## src/rtl/display_pkg.sv

```systemverilog
// Shared types and segment constants for the multiplexed 7-segment scanner.
// seg7_t is active-high {g,f,e,d,c,b,a}. Output polarity is applied only at
// the scanner's output register.
package display_pkg;

  typedef logic [6:0] seg7_t;

  localparam seg7_t SEG_BLANK = 7'h00;
  localparam seg7_t SEG_MINUS = 7'h40;  // segment g only

  // Hex glyphs 0-9, A, b, C, d, E, F
  localparam seg7_t SEG_HEX [16] = '{
    7'h3F, 7'h06, 7'h5B, 7'h4F, 7'h66, 7'h6D, 7'h7D, 7'h07,
    7'h7F, 7'h6F, 7'h77, 7'h7C, 7'h39, 7'h5E, 7'h79, 7'h71
  };

endpackage

```

## src/rtl/seg7_hex_decoder.sv

```systemverilog
// Combinational hex nibble to active-high 7-segment glyph.
// Ports:
//   nibble  in  4   hex digit 0..F
//   seg     out 7   {g..a}, 1 = segment lit
module seg7_hex_decoder
  import display_pkg::*;
(
  input  logic [3:0] nibble,
  output seg7_t      seg
);

  assign seg = SEG_HEX[nibble];

endmodule

```

## src/rtl/display_scanner.sv

```systemverilog
// N-digit multiplexed 7-segment scanner with dwell prescaler, tear-free
// frame snapshot, PWM brightness, selectable output polarity and a
// frame_done strobe.
// Ports:
//   clk, rst_n   clock, asynchronous active-low reset
//   bcd          nibble per digit, digit0 = [3:0]
//   dots         decimal point per digit
//   is_negative  show minus on the top digit
//   turn_off     synchronous blank; holds the scan at digit 0
//   brightness   PWM duty, 0 = dimmest, all-ones = full
//   ss_value     {dp,g,f,e,d,c,b,a}
//   ss_select    one-hot digit enable
//   frame_done   1-cycle pulse after each full scan
// Optional build macro: DISPLAY_SCANNER_LZ_BLANK_EN enables leading-zero
// blanking of the upper digits.
module display_scanner
  import display_pkg::*;
#(
  parameter int N_DIGITS   = 8,
  parameter int PRESCALE   = 100000,
  parameter int BRIGHT_W   = 4,
  parameter int ACTIVE_LOW = 1
) (
  input  logic                  clk,
  input  logic                  rst_n,
  input  logic [4*N_DIGITS-1:0] bcd,
  input  logic [N_DIGITS-1:0]   dots,
  input  logic                  is_negative,
  input  logic                  turn_off,
  input  logic [BRIGHT_W-1:0]   brightness,
  output logic [7:0]            ss_value,
  output logic [N_DIGITS-1:0]   ss_select,
  output logic                  frame_done
);

  localparam int PRE_W = (PRESCALE > 1) ? $clog2(PRESCALE) : 1;
  localparam int IDX_W = $clog2(N_DIGITS);
  localparam logic [PRE_W-1:0] PRE_LAST = PRE_W'(PRESCALE - 1);
  localparam logic [IDX_W-1:0] IDX_LAST = IDX_W'(N_DIGITS - 1);
  localparam logic POL = (ACTIVE_LOW != 0);
  localparam logic [7:0] VAL_OFF = {8{POL}};
  localparam logic [N_DIGITS-1:0] SEL_OFF = {N_DIGITS{POL}};

  logic [PRE_W-1:0]      pre_cnt_q, pre_cnt_d;
  logic [IDX_W-1:0]      dig_idx_q, dig_idx_d;
  logic [BRIGHT_W-1:0]   pwm_cnt_q, pwm_cnt_d;
  logic [4*N_DIGITS-1:0] shadow_bcd_q, shadow_bcd_d;
  logic [N_DIGITS-1:0]   shadow_dots_q, shadow_dots_d;
  logic                  shadow_neg_q, shadow_neg_d;
  logic [7:0]            ss_value_q, ss_value_d;
  logic [N_DIGITS-1:0]   ss_select_q, ss_select_d;
  logic                  frame_done_q, frame_done_d;

  logic [3:0] cur_nib;
  seg7_t      dec_seg;
  seg7_t      glyph;

  // Only the snapshot ever reaches the decoder, so a frame never tears.
  assign cur_nib = shadow_bcd_q[{dig_idx_q, 2'b00} +: 4];

  seg7_hex_decoder u_dec (
    .nibble (cur_nib),
    .seg    (dec_seg)
  );

`ifdef DISPLAY_SCANNER_LZ_BLANK_EN
  logic [N_DIGITS-1:0] lz_blank;

  // Walk from the top digit down; blanking stops at the first nonzero
  // nibble. The minus digit is skipped so the run continues beneath it.
  always_comb begin
    logic leading;
    leading  = 1'b1;
    lz_blank = '0;
    for (int i = N_DIGITS - 1; i >= 1; i--) begin
      if (i == N_DIGITS - 1 && shadow_neg_q) begin
        leading = leading;
      end else if (leading && shadow_bcd_q[4*i +: 4] == 4'h0) begin
        lz_blank[i] = 1'b1;
      end else begin
        leading = 1'b0;
      end
    end
  end
`endif

  always_comb begin
    glyph = dec_seg;
    if (dig_idx_q == IDX_LAST && shadow_neg_q) begin
      glyph = SEG_MINUS;
    end
`ifdef DISPLAY_SCANNER_LZ_BLANK_EN
    else if (lz_blank[dig_idx_q]) begin
      glyph = SEG_BLANK;
    end
`endif
  end

  always_comb begin
    logic tick;
    logic wrap;
    logic capture;
    logic lit;
    logic [7:0] val_raw;
    logic [N_DIGITS-1:0] sel_raw;

    tick    = (pre_cnt_q == PRE_LAST);
    wrap    = tick && (dig_idx_q == IDX_LAST);
    // turn_off overrides a coincident wrap: no capture, no strobe.
    capture = wrap && !turn_off;

    pre_cnt_d = tick ? '0 : pre_cnt_q + 1'b1;
    dig_idx_d = dig_idx_q;
    if (tick) begin
      dig_idx_d = wrap ? '0 : dig_idx_q + 1'b1;
    end
    if (turn_off) begin
      pre_cnt_d = '0;
      dig_idx_d = '0;
    end

    pwm_cnt_d = pwm_cnt_q + 1'b1;

    shadow_bcd_d  = capture ? bcd         : shadow_bcd_q;
    shadow_dots_d = capture ? dots        : shadow_dots_q;
    shadow_neg_d  = capture ? is_negative : shadow_neg_q;

    lit     = (pwm_cnt_q <= brightness);
    sel_raw = '0;
    if (!turn_off && lit) begin
      sel_raw[dig_idx_q] = 1'b1;
    end
    val_raw = turn_off ? 8'h00 : {shadow_dots_q[dig_idx_q], glyph};

    // Polarity is applied here only; everything upstream is active-high.
    ss_value_d   = val_raw ^ VAL_OFF;
    ss_select_d  = sel_raw ^ SEL_OFF;
    frame_done_d = capture;
  end

  always_ff @(posedge clk or negedge rst_n) begin
    if (!rst_n) begin
      pre_cnt_q     <= '0;
      dig_idx_q     <= '0;
      pwm_cnt_q     <= '0;
      shadow_bcd_q  <= '0;
      shadow_dots_q <= '0;
      shadow_neg_q  <= 1'b0;
      ss_value_q    <= VAL_OFF;
      ss_select_q   <= SEL_OFF;
      frame_done_q  <= 1'b0;
    end else begin
      pre_cnt_q     <= pre_cnt_d;
      dig_idx_q     <= dig_idx_d;
      pwm_cnt_q     <= pwm_cnt_d;
      shadow_bcd_q  <= shadow_bcd_d;
      shadow_dots_q <= shadow_dots_d;
      shadow_neg_q  <= shadow_neg_d;
      ss_value_q    <= ss_value_d;
      ss_select_q   <= ss_select_d;
      frame_done_q  <= frame_done_d;
    end
  end

  assign ss_value   = ss_value_q;
  assign ss_select  = ss_select_q;
  assign frame_done = frame_done_q;

endmodule

```

## config.mk

```make
export PLATFORM = sky130hd
export DESIGN_NAME = display_scanner
export DESIGN_NICKNAME = d
export VERILOG_FILES = /design/src/rtl/display_pkg.sv /design/src/rtl/seg7_hex_decoder.sv /design/src/rtl/display_scanner.sv
export SDC_FILE = /design/constraint.sdc
export NUM_CORES = 1
export LEC_CHECK = 0
export BUFFER_PORTS_ARGS = -buffer_cell sky130_fd_sc_hd__buf_2
export CAP_MARGIN = 10
export CORE_MARGIN = 3
export CORE_UTILIZATION = 45
export CTS_BUF_LIST = sky130_fd_sc_hd__clkbuf_4
export DETAILED_ROUTE_END_ITERATION = 10
export GPL_ROUTABILITY_DRIVEN = 0
export PLACE_DENSITY_LB_ADDON = 0.05
export SLEW_MARGIN = 0
export SYNTH_ARGS = -nofsm -noshare
export SYNTH_HDL_FRONTEND = slang
export SYNTH_HIERARCHICAL = 1
export SYNTH_SLANG_ARGS = --single-unit
export TNS_END_PERCENT = 10
```

## constraint.sdc

```tcl
create_clock -name clk -period 6.28 [get_ports clk]
set_input_delay 0.314 -clock clk [delete_from_list [all_inputs] [get_ports clk]]
set_output_delay 0.314 -clock clk [all_outputs]
set_load 0.02 [all_outputs]
```

==> results.tsv, run 1 <==
stage	metric	value	unit
worst_setup_path	worstReg2RegEnd	ss_value[6]	
sta	slew_headroom	27.6	%
power_and_ir_drop	intPower	0.000755	W
synthesis	synth.distinct_cells	53	
final_layout	fin_nets	476	
power_and_ir_drop	swShare	21.7	%
detailed_routing	drtIter0Drc	144	
worst_setup_path	ff2ff_path_depth	9	
global_routing	gr-total-overflow	0	
sta	worstMarginPinSlew	1.09	ns
final_layout	syn_to_final_growth	11.8	%
power_and_ir_drop	power_density	198	mW/mm^2
worst_setup_path	timing.rr.start	dig_idx_q[0]	
clock_tree	cts_buffer_depth	2	
detailed_routing	drcViolationCount	0	
final_layout	drive_gt1_share	37.3	%
sta	rsz0062_at_grt	false	
worst_setup_path	cp-start-kind	flip-flop	
worst_setup_path	r2r_slack	3.23	ns
detailed_routing	drt_pass1_iterations	5	
synthesis	synth_area_leaders	dfrtp_1 38%, mux2_4 14%, dfstp_2 9.7%, ha_1 4.3%, xnor2_1 2.4%	
floorplan	rows	35	
detailed_routing	routed.top_layer	met4	
clock_tree	clock_latency	0.42	ns
place	dp_hpwl	5810	um
sta	skew	0.0248	ns
worst_setup_path	crit_fanout	25	
sta	period_share	48.6	%
sta	clock.fmax	0.328	GHz
final_layout	final_util	52.1	%
clock_tree	postCtsSetupBuffers	0	
final_layout	diodes	0	
synthesis	mappedNetlistArea	0.00435	sq mm
detailed_routing	vias	2829	
flow_run	maxCapViolCount	0	
floorplan	initial_core_util	46.6	%
synthesis	synthCells	357	
detailed_routing	wl	8380	um
synthesis	synth_ff_type	dfrtp_1	
worst_setup_path	crit_type	reg2reg	
synthesis	postSynth.asyncResetShare	100	%
floorplan	core	0.00933	sq mm
power_and_ir_drop	p_switching	0.000209	W
sta	hold_violations	0	
detailed_routing	wl_met2	3730	um
sta	fin_crit	3.05	ns
power_and_ir_drop	sequentialPowerShare	55.7	%
final_layout	fillers	851	
detailed_routing	ant_nets	0	
final_layout	design_area	0.00486	sq mm
clock_tree	clockRootBuffer	clkbuf_4	
clock_tree	post_cts_resized	0	
run_status	status	finished, final reports clean	
floorplan	dieHeight	104	um
detailed_routing	dr_wl_met3	341	um
synthesis	postSynthAreaPerCell	12.2	sq um
place	post_dp_cell_area	0.00468	sq mm
sta	slew_violations	0	
power_and_ir_drop	power_frac_clock	39.9	%
floorplan	die_width	104	um
synthesis	synth-edff-count	0	
worst_setup_path	worstPathRequired	6.63	ns
hold_path	hold_class	in2async	
floorplan	dieArea	0.0109	sq mm
global_routing	groute.usage.overall	16.2	%
floorplan	ioPinCount	65	
power_and_ir_drop	cellLeakagePower	2.21	nW
detailed_routing	routedWlPerCell	15.3	um
synthesis	ys_ff_latch	82	
clock_tree	cts.clk_slew.worst_paths	0.14	ns
clock_tree	cts_tree	built	
sta	setup_tns	0	ns
detailed_routing	met1_length	4230	um
sta	setup_viol	0	
synthesis	synth_nets	420	
worst_setup_path	critPathCaptureType	flip-flop	
synthesis	yosys.area.top_type	dfrtp_1	
clock_tree	hold_buffers	0	
clock_tree	clock-sinks	82	
power_and_ir_drop	vdd_drop_max	0.000117	V
global_routing	grt_pass1_wl	14300	um
synthesis	yosysWarnings	6	
global_routing	grt_pass1_vias	2862	
worst_setup_path	critPathArrivalTime	3.41	ns
clock_tree	cts_buffers	9	
detailed_routing	viasPerCell	5.17	
global_routing	antenna_found_initial	0	
clock_tree	cts-htree-levels	3	
place	portBuffers	64	
synthesis	yosysTopAreaCellShare	38.0	%
power_and_ir_drop	total_power	0.000964	W
global_routing	grt_max_degree	83	
synthesis	seq_area_frac_synth	47.7	%
power_and_ir_drop	p_comb_share	4.4	%
==> how the worst max path moves through the flow <==
stage                      start           to  slack, ns
detailed placement  dig_idx_q[0]  ss_value[6]       3.20
floorplan           dig_idx_q[1]  ss_value[6]       3.59
global placement    dig_idx_q[0]  ss_value[6]       3.25
finish              dig_idx_q[0]  ss_value[6]       3.23
CTS                 dig_idx_q[1]  ss_value[6]       3.19
global route        dig_idx_q[0]  ss_value[6]       2.95
==> cell families after synthesis <==
logic type,after synthesis,share of synthesized area [%]
simple gates,111,14.6
flops,82,47.7
mux,57,18.9
compound gates,42,6.33
buf+inv,34,4.92
xor+xnor,16,3.22
fa+ha+maj,15,4.32
==> power groups by stage <==
stage | registers, W | logic [W] | clock network, W
2_1_floorplan | 0.000549 | 0.00000998 | 0
3_3_place_gp | 0.000546 | 0.0000438 | 0
3_5_place_dp | 0.000546 | 0.0000442 | 0
4_1_cts | 0.000537 | 0.0000442 | 0.000399
5_1_grt | 0.000537 | 0.0000497 | 0.000424
6_report | 0.000536 | 0.0000426 | 0.000384
==> layout by cell type (no fill, tap or decap), types with 5 or more instances in the layout <==
cell type / count
nand3_1: 9
inv_1: 14
mux2_4: 40
buf_2: 63
dfstp_2: 16
clkbuf_4: 10
a21oi_1: 20
nand2_1: 18
nand4_1: 9
ha_1: 15
nor2_1: 24
dfrtp_1: 66
nor3_1: 13
mux2_2: 9
mux2i_1: 5
xnor2_1: 12
nor4_1: 9
nand2b_1: 6
==> cell usage after synthesis, types with 3 or more instances <==
library cell  count
a32oi_1           4
mux2i_1           5
nand2b_1          6
nor2b_1           4
nor4_1            9
nand4_1           9
buf_2             4
dfstp_2          16
ha_1             15
inv_1            14
xnor2_1          12
nor3_1           13
nand2_1          18
xor2_1            4
buf_12            4
mux2_4           40
nor2_1           24
mux2_2            9
and3_1            3
clkbuf_1          8
nand3b_1          3
dfrtp_1          66
a21oi_1          20
nand3_1           9
==> state kept, by name, summed over array words and instances, names as in the netlist <==
register / count
shadow_bcd_q: 32
pre_cnt_q: 17
shadow_dots_q: 8
ss_select: 8
ss_value: 8
pwm_cnt_q: 4
dig_idx_q: 3
frame_done: 1
shadow_neg_q: 1
==> area by class of cell <==
cell class                      instances  area (sq um)  share of cell area [%]
Tap cell                              129           161                    3.32
Inverter                               14          52.6                    1.08
Multi-Input combinational cell        241          2060                    42.4
Clock inverter                          6           106                    2.19
Timing Repair Buffer                   65           330                    6.80
Sequential cell                        82          2070                    42.6
Clock buffer                           10          75.1                    1.54
==> stage by stage <==
stage | hold slack, ns | setup slack, ns | std cells
finish | 0.0464 | 3.23 | 547
floorplan | 0.0184 | 3.59 | 357
CTS | 0.0605 | 3.19 | 547
global route | 0.0688 | 2.95 | 547
global placement | 0.471 | 3.25 | 531
detailed placement | 0.472 | 3.20 | 531
==> critical path, cell delays in order (launching register included) <==
cell and delay (ns):
dfrtp_1 0.84, nor2b_1 0.39, a22oi_1 0.16, o221ai_1 0.45
inv_1 0.19, ha_1 0.23, mux2_2 0.27, a21oi_1 0.15
a21oi_1 0.05, or2_2 0.27
==> routing by layer <==
layer  track usage [%]  vias up
met5                 0        -
met4              5.79        0
met3              3.41        6
met2              23.5       57
met1              23.9     1381
li1                  -     1385
Power figures use the tool's default switching activity.
==> run 2: changes to the inputs <==
- clock period: 6.28 -> 2.8 ns (I/O delays scaled with it)
==> results.tsv, run 2 (synthesized netlist as in run 1, its figures left out) <==
stage	metric	value	unit
run_status	status	finished, final reports clean	
final_layout	fin_nets	526	
clock_tree	clock_latency	0.43	ns
worst_setup_path	r2r_slack	0.27	ns
floorplan	die_width	104	um
flow_run	maxCapViolCount	0	
floorplan	dieHeight	104	um
floorplan	initial_core_util	46.6	%
sta	setup_tns	0	ns
power_and_ir_drop	intPower	0.00173	W
floorplan	core	0.00933	sq mm
final_layout	top_regs	shadow_bcd_q x32, pre_cnt_q x17	
floorplan	ioPinCount	65	
final_layout	final_common_cell	dfrtp_1	
place	portBuffers	64	
detailed_routing	wl	8910	um
detailed_routing	drt_pass1_iterations	4	
detailed_routing	drcViolationCount	0	
floorplan	dieArea	0.0109	sq mm
worst_setup_path	crit_type	reg2reg	
sta	slew_headroom	33.3	%
place	dp.cells	539	
power_and_ir_drop	swShare	21.1	%
sta	hold_violations	0	
global_routing	grt_max_degree	83	
sta	skew	0.0238	ns
clock_tree	postCtsSetupBuffers	0	
floorplan	rows	35	
clock_tree	clock-sinks	82	
power_and_ir_drop	p_comb_share	6.4	%
power_and_ir_drop	power_density	409	mW/mm^2
final_layout	largest_reg_flops	32	
clock_tree	cts-htree-levels	3	
sta	rsz0062_at_grt	false	
sta	worstMarginPinSlew	1.00	ns
sta	slew_violations	0	
power_and_ir_drop	sequentialPowerShare	54.9	%
final_layout	final_util	57.5	%
sta	period_share	90.3	%
global_routing	gr-total-overflow	0	
hold_path	hold_class	in2reg	
global_routing	antenna_found_initial	0	
power_and_ir_drop	vdd_drop_max	0.000252	V
clock_tree	cts_buffers	9	
detailed_routing	viasPerCell	5.07	
worst_setup_path	critPathArrivalTime	2.88	ns
final_layout	diodes	0	
detailed_routing	drtIter0Drc	125	
power_and_ir_drop	power_frac_clock	38.7	%
clock_tree	cts_buffer_depth	2	
global_routing	grt_pass1_vias	3165	
final_layout	fin_cells	597	
final_layout	syn_to_final_growth	23.3	%
final_layout	regMostFlops	shadow_bcd_q	
detailed_routing	ant_nets	0	
power_and_ir_drop	cellLeakagePower	2.44	nW
detailed_routing	vias	3024	
clock_tree	cts_tree	built	
final_layout	drive_gt1_share	35.0	%
sta	setup_viol	0	
sta	fin_crit	2.53	ns
place	dp_hpwl	6130	um
detailed_routing	routedWlPerCell	14.9	um
power_and_ir_drop	p_switching	0.000462	W
global_routing	groute.usage.overall	17.7	%
clock_tree	clockRootBuffer	clkbuf_4	
worst_setup_path	crit_fanout	9	
worst_setup_path	critPathCaptureType	flip-flop	
clock_tree	cts.clk_slew.worst_paths	0.12	ns
worst_setup_path	worstPathRequired	3.15	ns
worst_setup_path	cp-start-kind	flip-flop	
final_layout	final_cell_mix	66 x dfrtp_1, 63 x buf_2, 42 x dlygate4sd3_1	
sta	clock.fmax	0.396	GHz
global_routing	grt_pass1_wl	15700	um
run 2: cell count changes in the layout (fill, tap and decap cells not counted):
cell / before / now
dlygate4sd3_1: 0 / 42
clkinvlp_4: 1 / 0
clkinv_4: 0 / 1
buf_4: 2 / 9
o221ai_1: 2 / 1
clkinv_1: 1 / 2
buf_12: 0 / 1
clkinv_2: 1 / 0
o221ai_2: 0 / 1
run 2: area by class of cell:
class | count | area, sq um
Fill cell | 829 | 3970
Sequential cell | 82 | 2070
Timing Repair Buffer | 115 | 823
Tap cell | 129 | 161
Clock inverter | 6 | 106
Multi-Input combinational cell | 241 | 2070
Clock buffer | 10 | 75.1
Inverter | 14 | 52.6
run 2: worst paths after layout:
kind,start,endpoint,depth (start not counted)
hold / removal,turn_off,pre_cnt_q[2],2
max in group asynchronous,rst_n,shadow_bcd_q[10],2
setup / recovery,dig_idx_q[1],ss_value[6],7
min in group asynchronous,rst_n,pre_cnt_q[10],2
setup reg to reg,dig_idx_q[1],ss_value[6],7
hold reg to reg,pwm_cnt_q[0],pwm_cnt_q[0],1
run 2: worst max-delay path: stages, from the launching register on:
cell	delay, ns
dfrtp_1	0.57
mux4_2	0.55
mux2_2	0.33
ha_1	0.27
mux2_2	0.28
a21oi_1	0.14
a21oi_1	0.05
or2_2	0.27
run 2: what timing repair did:
action / 4_1_cts / 5_1_grt
gates resized for setup: 0 / 1
hold endpoints to repair: 107 / 0
hold buffers: 42 / 0
setup endpoints to repair: 0 / 1
run 2: per-layer routing:
layer / part of all wire [%] / up-vias / global-route usage, %
met4: 1.9 / 0 / 6.27
met1: 49 / 1458 / 25.0
met3: 3.4 / 11 / 3.35
met2: 46 / 55 / 27.3
met5: 0 / - / 0
li1: - / 1500 / -
run 2: power groups by stage:
stage	Combinational [W]	Sequential, W	Clock, W
3_3_place_gp	0.0000964	0.00123	0
2_1_floorplan	0.0000224	0.00123	0
5_1_grt	0.000158	0.00121	0.000923
6_report	0.000140	0.00120	0.000850
4_1_cts	0.000142	0.00120	0.000874
3_5_place_dp	0.0000975	0.00123	0
run 2: through the flow:
step	worst slack (ns)	hold slack (ns)	power (W)	cell area, sq um
finish	0.273	0.0832	0.00219	5360
global route	0.0925	0.0778	0.00229	5360
CTS	0.194	0.0624	0.00222	5350
detailed placement	0.212	0.374	0.00132	4750
global placement	0.296	0.369	0.00132	4750
floorplan	0.114	-0.156	0.00125	4350
==> run 3: changes to the inputs <==
- RECOVER_POWER: default -> 50
==> results.tsv, run 3 (synthesized netlist as in run 1, its figures left out) <==
stage	metric	value	unit
worst_setup_path	cpPeakStageDelay	0.57	ns
final_layout	drive_gt1_share	32.9	%
run_status	violations	capacitance limit, slew limit	
detailed_routing	drtIter0Drc	128	
sta	slew_headroom	-29.9	%
floorplan	initial_core_util	46.6	%
place	post_dp_cell_area	0.00475	sq mm
detailed_routing	routedWlPerCell	15.0	um
clock_tree	cts_buffers	9	
detailed_routing	wl	8940	um
hold_path	hold_path.startpoint	turn_off	
sta	hold_violations	0	
worst_setup_path	ff2ff_path_depth	7	
clock_tree	cts_tree	built	
clock_tree	postCtsSetupBuffers	0	
worst_setup_path	worstReg2RegEnd	ss_value[6]	
final_layout	final_util	57.3	%
detailed_routing	drt_pass1_iterations	4	
detailed_routing	viasPerCell	5.08	
global_routing	grt_pass1_vias	3165	
final_layout	seqCellArea	0.00207	sq mm
sta	fin_crit	2.53	ns
clock_tree	cts_buffer_depth	2	
hold_path	holdPathEnd	pre_cnt_q[2]	
final_layout	fillers	830	
final_layout	regMostFlops	shadow_bcd_q	
hold_path	hold_class	in2reg	
detailed_routing	drcViolationCount	0	
floorplan	core	0.00933	sq mm
global_routing	grt_max_degree	83	
clock_tree	clock-sinks	82	
clock_tree	cts-htree-levels	3	
sta	period_share	90.3	%
flow_run	maxCapViolCount	1	
sta	worstMarginPinSlew	1.95	ns
power_and_ir_drop	vdd_drop_max	0.000254	V
sta	clock.fmax	0.395	GHz
worst_setup_path	cp-start-kind	flip-flop	
run_status	status	finished, violations left	
floorplan	dieHeight	104	um
worst_setup_path	crit_type	reg2reg	
final_layout	diodes	0	
floorplan	rows	35	
floorplan	die_width	104	um
place	portBuffers	64	
final_layout	top_regs	shadow_bcd_q x32, pre_cnt_q x17	
floorplan	dieArea	0.0109	sq mm
global_routing	groute.usage.overall	17.7	%
sta	setup_tns	0	ns
worst_setup_path	worstPathRequired	3.15	ns
power_and_ir_drop	power_density	411	mW/mm^2
worst_setup_path	timing.rr.start	dig_idx_q[1]	
worst_setup_path	slowest_stage	dfrtp_1	
clock_tree	clock_latency	0.43	ns
detailed_routing	ant_nets	0	
hold_path	hold_depth	2	
worst_setup_path	critPathArrivalTime	2.88	ns
final_layout	design_area	0.00534	sq mm
final_layout	final_cell_mix	66 x dfrtp_1, 53 x buf_2, 42 x dlygate4sd3_1	
clock_tree	cts.clk_slew.worst_paths	0.12	ns
global_routing	grt_pass1_wl	15700	um
power_and_ir_drop	cellLeakagePower	2.41	nW
worst_setup_path	crit_fanout	9	
worst_setup_path	path_cells	mux4_2, mux2_2, ha_1, mux2_2, a21oi_1, a21oi_1, or2_2	
final_layout	final_common_cell	dfrtp_1	
sta	skew	0.0220	ns
sta	slew_violations	83	
floorplan	ioPinCount	65	
sta	setup_viol	0	
final_layout	fin_nets	526	
sta	rsz0062_at_grt	false	
global_routing	gr-total-overflow	0	
clock_tree	clockRootBuffer	clkbuf_4	
global_routing	antenna_found_initial	0	
sta	hold_ws	0.0841	ns
detailed_routing	vias	3032	
final_layout	largest_reg_flops	32	
worst_setup_path	r2r_slack	0.27	ns
final_layout	syn_to_final_growth	22.9	%
place	dp_hpwl	6130	um
worst_setup_path	critPathCaptureType	flip-flop	
final_layout	multi_input_area	0.00207	sq mm
run 3: cell types whose count changed in the layout (fill, tap and decap cells not counted), sizes merged:
cell	change
clkbuf	+11
buf	-11
run 3: report_power, final:
part	switching (W)	internal, W
Clock	0.000394	0.000458
Combinational	0.0000651	0.0000733
Sequential	0.00000603	0.00120
Total	0.000466	0.00173
run 3: per-layer routing:
| metal | GRT usage [%] | up-vias | share of wire (%) |
|---|---|---|---|
| li1 | - | 1503 | - |
| met1 | 25.0 | 1459 | 49 |
| met2 | 27.3 | 59 | 45 |
| met3 | 3.35 | 11 | 3.4 |
| met4 | 6.27 | 0 | 1.9 |
| met5 | 0 | - | 0 |
run 3: worst max-delay path: cells and delay by family (launching register included):
| kind | cells | cell delay (ns) |
|---|---|---|
| AOI/OAI and AO/OA | 2 | 0.19 |
| adders and majority gates | 1 | 0.28 |
| and+or+nand+nor | 1 | 0.27 |
| DFF | 1 | 0.57 |
| muxes | 3 | 1.16 |
run 3: how the worst max path moves through the flow:
stage / end / from / slack, ns
global placement: ss_value[6] / dig_idx_q[1] / 0.30
CTS: ss_value[6] / dig_idx_q[1] / 0.19
detailed placement: ss_value[6] / dig_idx_q[1] / 0.21
global route: ss_value[6] / dig_idx_q[2] / 0.09
floorplan: ss_value[6] / dig_idx_q[1] / 0.11
finish: ss_value[6] / dig_idx_q[1] / 0.27
run 3: final cells by class:
cell class,count,share of cell area [%]
tap,129,3.02
multi-input combinational,241,38.7
clock inverter,6,1.99
clock buffer,10,1.40
timing repair buffer,115,15.1
sequential,82,38.8
inverter,14,0.983
run 3: through the flow:
step	power [W]	cells	setup slack, ns
after floorplan	0.00125	357	0.114
final	0.00220	597	0.271
after CTS	0.00222	597	0.194
after detailed placement	0.00132	539	0.212
after global routing	0.00229	597	0.0925
after global placement	0.00132	539	0.296
run 3: what timing repair did:
action,in CTS,in global routing
setup endpoints to repair,0,1
hold buffers,42,0
resized for setup,0,1
endpoints found under the hold margin,107,0
